--- src/rtl/frac_clk_gen.sv ---
// Multi-channel fractional clock generator: each channel owns a phase accumulator whose carry
// produces a one-cycle tick and toggles a divided clock. Increment changes take effect on a carry.
module frac_clk_gen #(
  parameter int          N_CH    = 4,
  parameter int          ACC_W   = 16,
  parameter int unsigned INC_RST = 0,
  parameter int          CH_W    = (N_CH > 1) ? $clog2(N_CH) : 1
) (
  input  logic              clk,
  input  logic              rst_n,
  input  logic [N_CH-1:0]   en,
  input  logic              sync,
  input  logic              cfg_valid,
  output logic              cfg_ready,
  input  logic [CH_W-1:0]   cfg_ch,
  input  logic [ACC_W-1:0]  cfg_inc,
  output logic              cfg_err,
  output logic [N_CH-1:0]   pend,
  output logic [N_CH-1:0]   clk_out,
  output logic [N_CH-1:0]   tick
);

  typedef enum logic [1:0] {ST_IDLE, ST_RUN, ST_DRAIN} ch_state_e;

  logic [N_CH-1:0] cfg_hit;
  logic            sel_pend;
  logic            ch_ok;

  // NOTE: every variable written here gets a default first, so no latch is inferred.
  always_comb begin
    ch_ok    = int'(cfg_ch) < N_CH;
    sel_pend = 1'b0;
    cfg_hit  = '0;
    for (int i = 0; i < N_CH; i++) begin
      if (int'(cfg_ch) == i) begin
        sel_pend   = pend[i];
        cfg_hit[i] = cfg_valid && !pend[i];
      end
    end
  end

  // An out-of-range index never matches a channel, so it is always ready and simply dropped.
  assign cfg_ready = !sel_pend;

  // NOTE: sequential state is updated with non-blocking assignments only.
  always_ff @(posedge clk or negedge rst_n) begin
    if (!rst_n) cfg_err <= 1'b0;
    else        cfg_err <= cfg_valid && !ch_ok;
  end

  for (genvar g = 0; g < N_CH; g++) begin : g_ch
    logic [ACC_W-1:0] acc;
    logic [ACC_W-1:0] inc_act;
    logic [ACC_W-1:0] shadow;
    logic [ACC_W:0]   sum;
    logic             carry;
    logic             pend_q;
    logic             clk_q;
    logic             tick_q;
    ch_state_e        st;

    // A channel with en low but clk_out still high finishes its high phase before stopping.
    always_comb begin
      if (en[g])      st = ST_RUN;
      else if (clk_q) st = ST_DRAIN;
      else            st = ST_IDLE;
    end

    assign sum   = {1'b0, acc} + {1'b0, inc_act};
    assign carry = sum[ACC_W];

    // NOTE: the shadow register is reset with the rest of the channel state; it is one word, not a RAM.
    always_ff @(posedge clk or negedge rst_n) begin
      if (!rst_n) begin
        acc     <= '0;
        inc_act <= ACC_W'(INC_RST);
        shadow  <= '0;
        pend_q  <= 1'b0;
        clk_q   <= 1'b0;
        tick_q  <= 1'b0;
      end else begin
        tick_q <= 1'b0;
        if (st == ST_IDLE) begin
          // A stopped channel has no phase to protect, so a leftover shadow is applied at once.
          acc <= '0;
          if (pend_q) begin
            inc_act <= shadow;
            pend_q  <= 1'b0;
          end
          if (cfg_hit[g]) inc_act <= cfg_inc;
        end else if (sync) begin
          acc   <= '0;
          clk_q <= 1'b0;
          if (pend_q) begin
            inc_act <= shadow;
            pend_q  <= 1'b0;
          end
          if (cfg_hit[g]) inc_act <= cfg_inc;
        end else begin
          acc <= sum[ACC_W-1:0];
          if (carry) begin
            tick_q <= 1'b1;
            clk_q  <= ~clk_q;
            if (pend_q) begin
              inc_act <= shadow;
              pend_q  <= 1'b0;
            end
            if (st == ST_DRAIN) acc <= '0;
          end
          if (cfg_hit[g]) begin
            if (inc_act == '0) begin
              inc_act <= cfg_inc;
            end else begin
              shadow <= cfg_inc;
              pend_q <= 1'b1;
            end
          end
        end
      end
    end

    assign pend[g]    = pend_q;
    assign clk_out[g] = clk_q;
    assign tick[g]    = tick_q;
  end

endmodule
--- config.mk ---
export PLATFORM = sky130hd
export DESIGN_NAME = frac_clk_gen
export DESIGN_NICKNAME = d
export VERILOG_FILES = /design/src/rtl/frac_clk_gen.sv
export SDC_FILE = /design/constraint.sdc
export NUM_CORES = 1
export LEC_CHECK = 0
export ABC_CLOCK_PERIOD_IN_PS = 2620
export CORE_ASPECT_RATIO = 1.25
export CORE_MARGIN = 2
export CORE_UTILIZATION = 45
export CTS_CLUSTER_DIAMETER = 60
export DETAILED_ROUTE_END_ITERATION = 6
export MAX_ROUTING_LAYER = met4
export PLACE_DENSITY = 0.7
export SYNTH_ARGS = -nofsm -noshare
export SYNTH_HDL_FRONTEND = slang
export SYNTH_SLANG_ARGS = --single-unit
--- constraint.sdc ---
create_clock -name clk -period 2.62 [get_ports clk]
set_input_delay 0.393 -clock clk [delete_from_list [all_inputs] [get_ports clk]]
set_output_delay 0.393 -clock clk [all_outputs]
set_load 0.005 [all_outputs]
==> metrics.md <==
| Metric | Value |
|---|---|
| Yosys top cell by area | dfrtp_1 |
| Worst slew margin | 53.1% |
| DR DRC count | 0 |
| H-tree levels | 1 |
| Power per cell area | 805 mW/mm^2 |
| Largest delay share family, worst path | compound AO/OA/AOI/OAI gates |
| Failing checks | negative setup slack |
| Mux cell area share after synthesis | around 14% |
| RSZ-0062 raised after global routing | true |
| Via density | about 5.9 |
| First-pass GRT wire length | 51.0 mm |
| Post-DRT Antenna Nets | 0 |
| Flop-to-flop setup slack | -0.06 ns |
| Final hold vios | 0 |
| CTS Root Cell | clkbuf_16 |
| Die W | between 150 and 200 um |
| CP required | 3.01 ns |
| Post-Route Utilization | a little over half |
| Setup WS pre-CTS | -0.00926 ns |
| Routed wire length | about 32 mm |
| Peak VDD IR | 0.320 mV |
| Die height | 189 um |
| Share of cells above drive strength 1 | 18.4% |
| Post-layout worst setup margin | -0.0607 ns |
| Minimum clock period | ~2.7 ns |
| Synth Area in XOR/XNOR | 2.55% |
| Post-synthesis register bit count | 204 |
| Post-synth EDFFs | 0 |
| Initial Utilization | between 40% and 50% |
| Fmax | 373 MHz |
| Hpwl dp | 21.9 mm |
| CTS buffer count | 23 |
| Worst r2r path cells | 12 |
| CP Class | reg -> reg |
| CORE AREA | 0.0269 sq mm |
| Nets | roughly 1.4k |
| Syn Nets | about 1.3k |
| Top FF cell, synth | dfrtp_1 |
| Adder-Cell Fraction of Synth Area | 7.12% |
| Post-Syn Instances | 1236 |
| Mapped cell area | 0.0124 sq mm |
| CP Buf/Inv Count | 3 |
| Status | finished, violations left |
| Synth unique cells | between 80 and 90 |
| Yosys top cell area share | 41.3% |
| DRT Pass-1 Iters | 5 |
| Largest family of logic cells by synthesized area | compound AO/OA/AOI/OAI gates |
| WL/cell | 18.8 um |
| # rows | 67 |
| Critical Path Max Stage Delay | 0.38 ns |
| Design Power | 0.0118 W |
| Final cycle utilization of the critical path | 102% |
| Part of the Yosys area used for sequential elements | about two fifths |
| Initial antenna violation count | 0 |
| Largest net degree at the start of global routing | 63 |
| Synth Area in Compound Gates | approximately 16% |
| Die area | between 0.02 and 0.03 sq mm |
| Overflow after GRT | 0 |
| Critical Path Stages | 12 |
| Worst EP arrival | approximately 3.1 ns |
| Average size of a mapped cell | 10.0 sq um |
| Tot GR Track Use | between 20% and 30% |
| Cells taking the most area after synthesis | dfrtp_1, mux2i_1, ha_1, mux2_2, nand2_1 |
| Top post-synthesis cells by count | dfrtp_1, nand2_1, mux2i_1 |
| Via count | 10.0k |
| Simple-Gate Fraction of Synth Area | 14.4% |
| Crit path from | g_ch[2].inc_act[0]$_DFF_PN0_ |
| Vias in the first global route | 9829 |
| Cell with the most instances after synthesis | dfrtp_1 |
| GPL Wtd Cong | 0.883 |
| Crit path launch type | register |
| RR Startpoint | g_ch[2].inc_act[0]$_DFF_PN0_ |
| Synth async-reset ratio | 100% |
| Largest fanout on the critical path | 8 |
| I/O Pins | 40 |
| Worst-Skew Late Latency | 0.52 ns |
| Layout Skew | 0.0137 ns |
| Slew @ Worst Pin | 0.703 ns |
| Clk buf depth | 3 |
| Ant. Diodes | 0 |
| Setup crit end kind | register |
| Synth Warn # | 0 |
| Max_cap viols | 0 |
| Leakage power | 6.82 nW |
| Area grow syn2layout | 18.3% |
| Clk pin slew, worst setup/hold paths | 0.06 ns |
| CTS tree | yes |
| Initial DRC Count | between 600 and 700 |
| Clk sinks | roughly 200 |
| Slowest cell on the critical path | dfrtp_1 |
| IO buf count | 38 |
| # setup viols final | 10 |
| Worst-path cell chain | ha_2, inv_2, fa_2, and2b_1, o31a_4, o21ba_4, a31oi_4, o31a_1, buf_6, buf_16, mux2i_2, o221ai_1 |
| Max-slew violation count | 0 |
| Worst Hold Class | in -> async |
==> worst register-to-register path: cells and delay by family, from the launching register on <==
kind | cells | cell delay [ns]
AOI/OAI and AO/OA | 5 | 1.08
adders and majority gates | 2 | 0.38
buffers and inverters | 3 | 0.32
DFF | 1 | 0.38
muxes | 1 | 0.20
and+or+nand+nor | 1 | 0.19
==> state kept, by name (all words and copies together) (netlist names) <==
signal,flops
g_ch.acc,64
g_ch.clk_q,4
g_ch.pend_q,4
g_ch.tick_q,4
g_ch.shadow,64
g_ch.inc_act,64
==> logic make-up after synthesis <==
kind of cell / after synthesis
AND/OR/NAND/NOR: 381
AO/OA/AOI/OAI: 280
flip-flops: 204
multiplexers: 166
buffers and inverters: 100
adder cells (fa/ha/maj): 68
XOR/XNOR: 36
other: 1
==> layer usage <==
metal	track usage (%)	up-vias	wire length, um
li1	-	4758	-
met1	28.9	4966	14100
met3	2.06	57	1280
met5	-	-	0
met2	36.9	259	15800
met4	7.44	0	898
==> layout make-up <==
type	count	area, sq um
Multi-Input combinational cell	934	6890
Sequential cell	204	5110
Clock inverter	4	55.1
Clock buffer	35	701
Inverter	36	135
Tap cell	345	432
Timing Repair Buffer	148	1310
Fill cell	2337	12300
==> cells in the final DEF (no fill, tap or decap), drive strengths merged, types with 3 or more instances in the layout <==
cell	count
a211oi	9
a21o	24
a21oi	74
a221oi	3
a31oi	7
and2	9
and3	7
and3b	3
buf	109
clkbuf	36
clkdlybuf4s50	37
dfrtp	204
fa	4
ha	64
inv	37
mux2	50
mux2i	115
nand2	152
nand2b	8
nand3	11
nand4	22
nor2	101
nor2b	14
nor3	19
nor4	16
o2111ai	3
o211ai	23
o21a	13
o21ai	41
o21bai	7
o221ai	48
o31a	3
o31ai	6
or2	3
or3	5
xnor2	16
xor2	20
==> where the power goes <==
part | switching (W) | internal, W
Clock | 0.00133 | 0.00193
Sequential | 0.000670 | 0.00390
Combinational | 0.00203 | 0.00191
==> worst paths after layout <==
path | end
worst max-delay path | g_ch[2].inc_act[1]$_DFF_PN0_
worst min-delay path | g_ch[1].acc[6]$_DFF_PN0_
worst max register to register | g_ch[2].inc_act[1]$_DFF_PN0_
worst min register to register | g_ch[2].shadow[5]$_DFFE_PN0P_
max in group asynchronous | g_ch[0].shadow[8]$_DFFE_PN0P_
min in group clk | g_ch[2].shadow[5]$_DFFE_PN0P_
==> through the flow <==
step	hold WS, ns	cell area, sq um	TNS, ns	instances
final	0.428	14600	-0.294	1706
after global routing	0.486	14600	-5.63	1706
after CTS	0.446	14400	-0.110	1694
after detailed placement	0.421	13600	-0.0197	1650
after global placement	0.413	13600	0	1650
after floorplan	0.0974	12400	0	1236
==> timing repair <==
| item | in CTS | in global routing |
|---|---|---|
| pin swaps | 5 | 18 |
| resized for setup | 0 | 39 |
| hold buffers | 1 | 0 |
| setup endpoints to repair | 19 | 105 |
| endpoints found under the hold margin | 58 | 0 |
| buffers inserted | 2 | 12 |
| cloned | 2 | 1 |
Note: power is estimated with default switching activity, not from simulation.
